===== src/rtl/fbcpu_mem_loader.sv =====
//------------------------------------------------------------------------------
// fbcpu_mem_loader
//   FBCPU program RAM with a streaming boot loader.
//   Holds the core in reset while the RAM is filled, then hands the port over.
// Revision: 1.0  initial release
//------------------------------------------------------------------------------
`default_nettype none

module fbcpu_mem_loader #(
   parameter int ADDRESS_WIDTH = 6,
   parameter int DATA_WIDTH    = 10,
   parameter int LOAD_COUNT    = 64
) (
   input  logic                     clk,
   input  logic                     rst,
   input  logic                     load_start,
   input  logic                     ld_valid,
   input  logic [DATA_WIDTH-1:0]    ld_data,
   output logic                     ld_ready,
   output logic                     cpu_rst,
   output logic                     busy,
   output logic                     done,
   output logic [ADDRESS_WIDTH:0]   word_count,
   input  logic [ADDRESS_WIDTH-1:0] cpu_MAR,
   input  logic                     cpu_RAMWr,
   input  logic [DATA_WIDTH-1:0]    cpu_MDRIn,
   output logic [DATA_WIDTH-1:0]    MDROut
);

   localparam int                   C_DEPTH = 1 << ADDRESS_WIDTH;
   localparam logic [ADDRESS_WIDTH:0] C_LAST = (ADDRESS_WIDTH+1)'(LOAD_COUNT - 1);

   typedef enum logic [1:0] {
      S_IDLE = 2'd0,
      S_LOAD = 2'd1,
      S_RUN  = 2'd2
   } state_t;

   state_t                   r_state;
   state_t                   w_state_next;
   logic                     w_start_load;
   logic                     w_accept;
   logic                     w_cpu_wr;
   logic [ADDRESS_WIDTH-1:0] w_rd_addr;
   logic [ADDRESS_WIDTH-1:0] r_ptr;
   logic [ADDRESS_WIDTH:0]   r_count;
   logic [DATA_WIDTH-1:0]    r_rdata;
   logic [DATA_WIDTH-1:0]    r_mem [0:C_DEPTH-1];

   assign w_accept  = ld_valid & (r_state == S_LOAD);
   assign w_cpu_wr  = cpu_RAMWr & (r_state == S_RUN);
   assign w_rd_addr = (r_state == S_RUN) ? cpu_MAR : r_ptr;

   always_ff @(posedge clk or negedge rst) begin
      if (!rst) begin
         r_state <= S_IDLE;
      end else begin
         r_state <= w_state_next;
      end
   end

   // load_start is only honoured outside LOAD, so a reload cannot restart
   // a load that is already in flight.
   always_comb begin
      w_state_next = r_state;
      w_start_load = 1'b0;
      case (r_state)
         S_IDLE: begin
            if (load_start) begin
               w_state_next = S_LOAD;
               w_start_load = 1'b1;
            end
         end
         S_LOAD: begin
            if (w_accept && (r_count == C_LAST)) begin
               w_state_next = S_RUN;
            end
         end
         S_RUN: begin
            if (load_start) begin
               w_state_next = S_LOAD;
               w_start_load = 1'b1;
            end
         end
         default: begin
            w_state_next = S_IDLE;
         end
      endcase
   end

   always_ff @(posedge clk or negedge rst) begin
      if (!rst) begin
         r_ptr   <= '0;
         r_count <= '0;
      end else if (w_start_load) begin
         r_ptr   <= '0;
         r_count <= '0;
      end else if (w_accept) begin
         r_ptr   <= r_ptr + ADDRESS_WIDTH'(1);
         r_count <= r_count + (ADDRESS_WIDTH+1)'(1);
      end
   end

   // RAM contents survive reset; loader and core writes are exclusive by state.
   always_ff @(posedge clk) begin
      if (w_accept) begin
         r_mem[r_ptr] <= ld_data;
      end else if (w_cpu_wr) begin
         r_mem[cpu_MAR] <= cpu_MDRIn;
      end
   end

   always_ff @(posedge clk or negedge rst) begin
      if (!rst) begin
         r_rdata <= '0;
      end else begin
         r_rdata <= r_mem[w_rd_addr];
      end
   end

   assign ld_ready   = (r_state == S_LOAD);
   assign busy       = (r_state == S_LOAD);
   assign done       = (r_state == S_RUN);
   assign cpu_rst    = (r_state != S_RUN);
   assign word_count = r_count;
   assign MDROut     = r_rdata;

endmodule

`default_nettype wire


===== config.mk =====
export PLATFORM = sky130hd
export DESIGN_NAME = fbcpu_mem_loader
export DESIGN_NICKNAME = d
export VERILOG_FILES = /design/src/rtl/fbcpu_mem_loader.sv
export SDC_FILE = /design/constraint.sdc
export NUM_CORES = 1
export LEC_CHECK = 0
export BUFFER_PORTS_ARGS = -buffer_cell sky130_fd_sc_hd__buf_2
export CORE_MARGIN = 5
export CORE_UTILIZATION = 30
export DETAILED_ROUTE_END_ITERATION = 8
export PLACE_DENSITY = 0.48
export SLEW_MARGIN = 20
export SYNTH_ARGS = -nofsm -noshare
export SYNTH_HDL_FRONTEND = slang
export SYNTH_SLANG_ARGS = --single-unit

===== constraint.sdc =====
create_clock -name clk -period 3.2 [get_ports clk]
set_input_delay 0.32 -clock clk [delete_from_list [all_inputs] [get_ports clk]]
set_output_delay 0.32 -clock clk [all_outputs]
set_load 0.03 [all_outputs]

==> flow_metrics.py <==
metrics = {
    "status": {
        "status": "complete, no violations",
    },
    "global_route": {
        "gr-total-overflow": 0,
        "grt_max_degree": 84,
        "grtUsageTotal": 0.158,
        "grt_antenna_before_repair": 6,
        "grt_pass1_wl_um": 118000,
        "grt_pass1_vias": 16700,
    },
    "timing": {
        "min_period_ns": 3.14,
        "rsz0062_at_grt": "false",
        "finalClockSkew_ns": 0.0176,
        "tightest_slew_ns": 1.03,
        "fmax_mhz": 319,
        "post-route-period-util": 0.980,
        "slew_violations": 0,
        "setup_viol": 0,
        "setup_ws_ns": 0.0640,
        "maxSlewHeadroom": 0.309,
        "finalHoldViolCount": 0,
    },
    "clock_network": {
        "path_clk_slew_ns": 0.06,
        "cts_tree": "yes",
        "clock_latency_ns": 0.61,
        "cts-root-buf": "clkbuf_16",
        "cts_max_level": 3,
        "clock_sinks": 665,
        "cts_max_path_buffers": 3,
        "numCtsBuffers": 75,
    },
    "logic_synthesis": {
        "synth.distinct_cells": 59,
        "avgSynthCellArea_um2": 15.7,
        "synth.top_cells.by_area": "edfxtp_1, mux2i_1, mux4_2, o211ai_1, dfrtp_1",
        "ys_seq_area_frac": 0.706,
        "synth_edf_count": 640,
        "synth.cell_area_um2": 28100,
        "yosysMostFrequentCell": "edfxtp_1",
        "syn_nets": 1822,
        "ys_warn_count": 0,
        "synth_commonest_cells": "edfxtp_1, nand2_1, mux2i_1",
        "async_flop_share": 0.0376,
        "synth_cells": 1789,
        "synth_top_cell_area_share": 0.684,
        "synth_seq_cells": 665,
        "synth_top_cell_by_area": "edfxtp_1",
        "synth-main-ff-cell": "edfxtp_1",
    },
    "final_layout": {
        "num-fill-cells": 8756,
        "drive_above_1_share": 0.207,
        "syn2layout_area_growth_pct": 19.0,
        "nets": 1998,
    },
    "detailed_routing": {
        "firstDrtPassIters": 5,
        "postRouteWirelength_um": 80000,
        "drtIter0Drc": 1547,
        "viasPerCell": 5.09,
        "ant_nets": 0,
        "vias": 16700,
        "routedWlPerCell_um": 24.4,
        "route.detailed.drc": 0,
    },
    "floorplanning": {
        "die_height_um": 316,
        "die-area_um2": 99900,
        "io_pins": 52,
        "num_rows": 112,
        "core_um2": 93200,
        "start_util": 0.302,
        "dieWidth_um": 316,
    },
    "placed_design": {
        "portBuffers": 51,
        "pre_cts_slack_ns": -0.162,
        "dp_hpwl_um": 49800,
        "gp_congestion": 0.832,
    },
    "worst_setup_path": {
        "cp_num_cells": 8,
        "cpMaxStageDelayCell": "nor4_1",
        "path_class": "reg -> reg",
        "arrival_ns": 3.67,
        "r2r_cells": 8,
        "rrSetupSlack_ns": 0.06,
        "critPathCaptureType": "flop",
        "crit_buf_inv": 2,
        "cp.required_ns": 3.73,
        "slowest_delay_ns": 0.72,
        "cpMostUsedCell": "nor4_1",
        "cp_top_family": "simple AND/OR/NAND/NOR gates",
        "cp_cell_sequence": "and2b_4 -> buf_12 -> mux2_2 -> or2_1 -> nor4_1 -> nor4_1 -> buf_4 -> nand4_1",
        "reg2reg_to": "MDROut[3]$_DFF_PN0_",
        "r2r_start": "r_state[0]$_DFFE_PN0P_",
        "start_kind": "flop",
        "path_max_fanout": 33,
    },
    "power_and_ir_drop": {
        "pwr-share-comb": 0.276,
        "max-vdd-ir-drop_mv": 0.336,
        "p_clk_frac": 0.327,
        "power.density_nw_per_um2": 763,
        "p_leak_nw": 11.8,
        "swShare": 0.308,
        "power_mw": 25.5,
        "switchingPower_mw": 7.87,
        "power_frac_seq": 0.397,
        "p_int_mw": 17.7,
    },
    "worst_hold_path": {
        "hold_path_end": "word_count[0]$_DFFE_PN0P_",
        "hold_depth": 4,
        "hold_start": "ld_valid",
        "hold_class": "in -> reg",
    },
    "run": {
        "drv_cap": 0,
    },
}
## sequential cells by signal (all words and copies together) (netlist names)
register / count
MDROut: 10
r_mem: 640
r_ptr: 6
r_state: 2
word_count: 7
## power by group through the flow
stage	clock (mW)	combinational (mW)	sequential [mW]
after global placement	0	6.96	10.3
after CTS	8.55	7.10	10.1
final	8.34	7.05	10.1
after detailed placement	0	7.00	10.3
after floorplan	0	4.30	10.3
after global routing	8.93	7.53	10.2
## layout by cell type (no fill, tap or decap), drive strengths merged, types with 25 or more instances in the layout
cell    netlist  routed
nor2b        62      62
nor2         99      99
edfxtp      640     640
o211ai       98      98
nand2       134     134
mux2         25      25
clkinv        1      29
buf          61     219
mux4         61      61
clkbuf       61      90
nor4         51      51
inv          63      68
a21oi        63      63
o211a        59      59
mux2i       131     131
dfrtp        25      25
## per-layer routing
layer | part of all wire | vias to the layer above | GRT usage
met2 | 0.45 | 523 | 0.242
met5 | 0.00025 | - | 0
met3 | 0.066 | 86 | 0.0312
met4 | 0.014 | 4 | 0.0350
li1 | - | 7396 | -
met1 | 0.47 | 8674 | 0.234
## cell families (layout without fill, tap and decap cells)
family | after synthesis | after routing | synth area share
AOI/OAI and AO/OA | 309 | 309 | 0.0846
other | 0 | 2 | 0
and+or+nand+nor | 400 | 400 | 0.0688
muxes | 217 | 217 | 0.107
adders and majority gates | 2 | 2 | 0.000890
buffers and inverters | 186 | 418 | 0.0302
DFF | 665 | 665 | 0.706
xor gates and xnor gates | 10 | 10 | 0.00311
## tightest hold or removal path: cells and delay by family
kind	cells	cell delay, ns
and+or+nand+nor	1	0.11
AOI/OAI and AO/OA	1	0.08
buffers and inverters	2	0.28
## timing repair
action                     in CTS  in global routing
hold buffers                    2                  0
gates resized for setup         3                  3
setup endpoints to repair       7                  6
hold endpoints to repair       27                  0
pin swaps                       1                  0
setup buffers                   2                  0
## worst max path at each step
stage                             endpoint                    from
global route           MDROut[9]$_DFF_PN0_  r_state[0]$_DFFE_PN0P_
detailed placement     MDROut[4]$_DFF_PN0_  r_state[0]$_DFFE_PN0P_
finish                 MDROut[3]$_DFF_PN0_  r_state[0]$_DFFE_PN0P_
floorplan           r_mem[19][0]$_DFFE_PP_  r_state[0]$_DFFE_PN0P_
global placement       MDROut[2]$_DFF_PN0_              cpu_MAR[0]
CTS                    MDROut[4]$_DFF_PN0_  r_state[0]$_DFFE_PN0P_
## final cells by class
cell class | count | area (um2) | share of cell area
Sequential cell | 665 | 19800 | 0.593
Timing Repair Buffer | 221 | 1880 | 0.0561
Multi-Input combinational cell | 938 | 7550 | 0.226
Inverter | 64 | 240 | 0.00718
Clock buffer | 90 | 1960 | 0.0587
Tap cell | 1254 | 1570 | 0.0469
Antenna cell | 2 | 5.00 | 0.000150
Clock inverter | 43 | 402 | 0.0120
## per-stage QoR
| stage | utilization | setup TNS, ns | hold WS [ns] | cells | area, um2 |
|---|---|---|---|---|---|
| 5_1_grt | 0.359 | 0 | 0.253 | 3276 | 33500 |
| 3_3_place_gp | 0.332 | -0.713 | 0.421 | 3138 | 31000 |
| 3_5_place_dp | 0.333 | -0.486 | 0.417 | 3138 | 31000 |
| 4_1_cts | 0.359 | 0 | 0.192 | 3275 | 33400 |
| 6_report | 0.359 | 0 | 0.229 | 3277 | 33500 |
| 2_1_floorplan | - | 0 | 0.0244 | 1789 | 28100 |
Note: power is estimated with default switching activity, not from simulation.
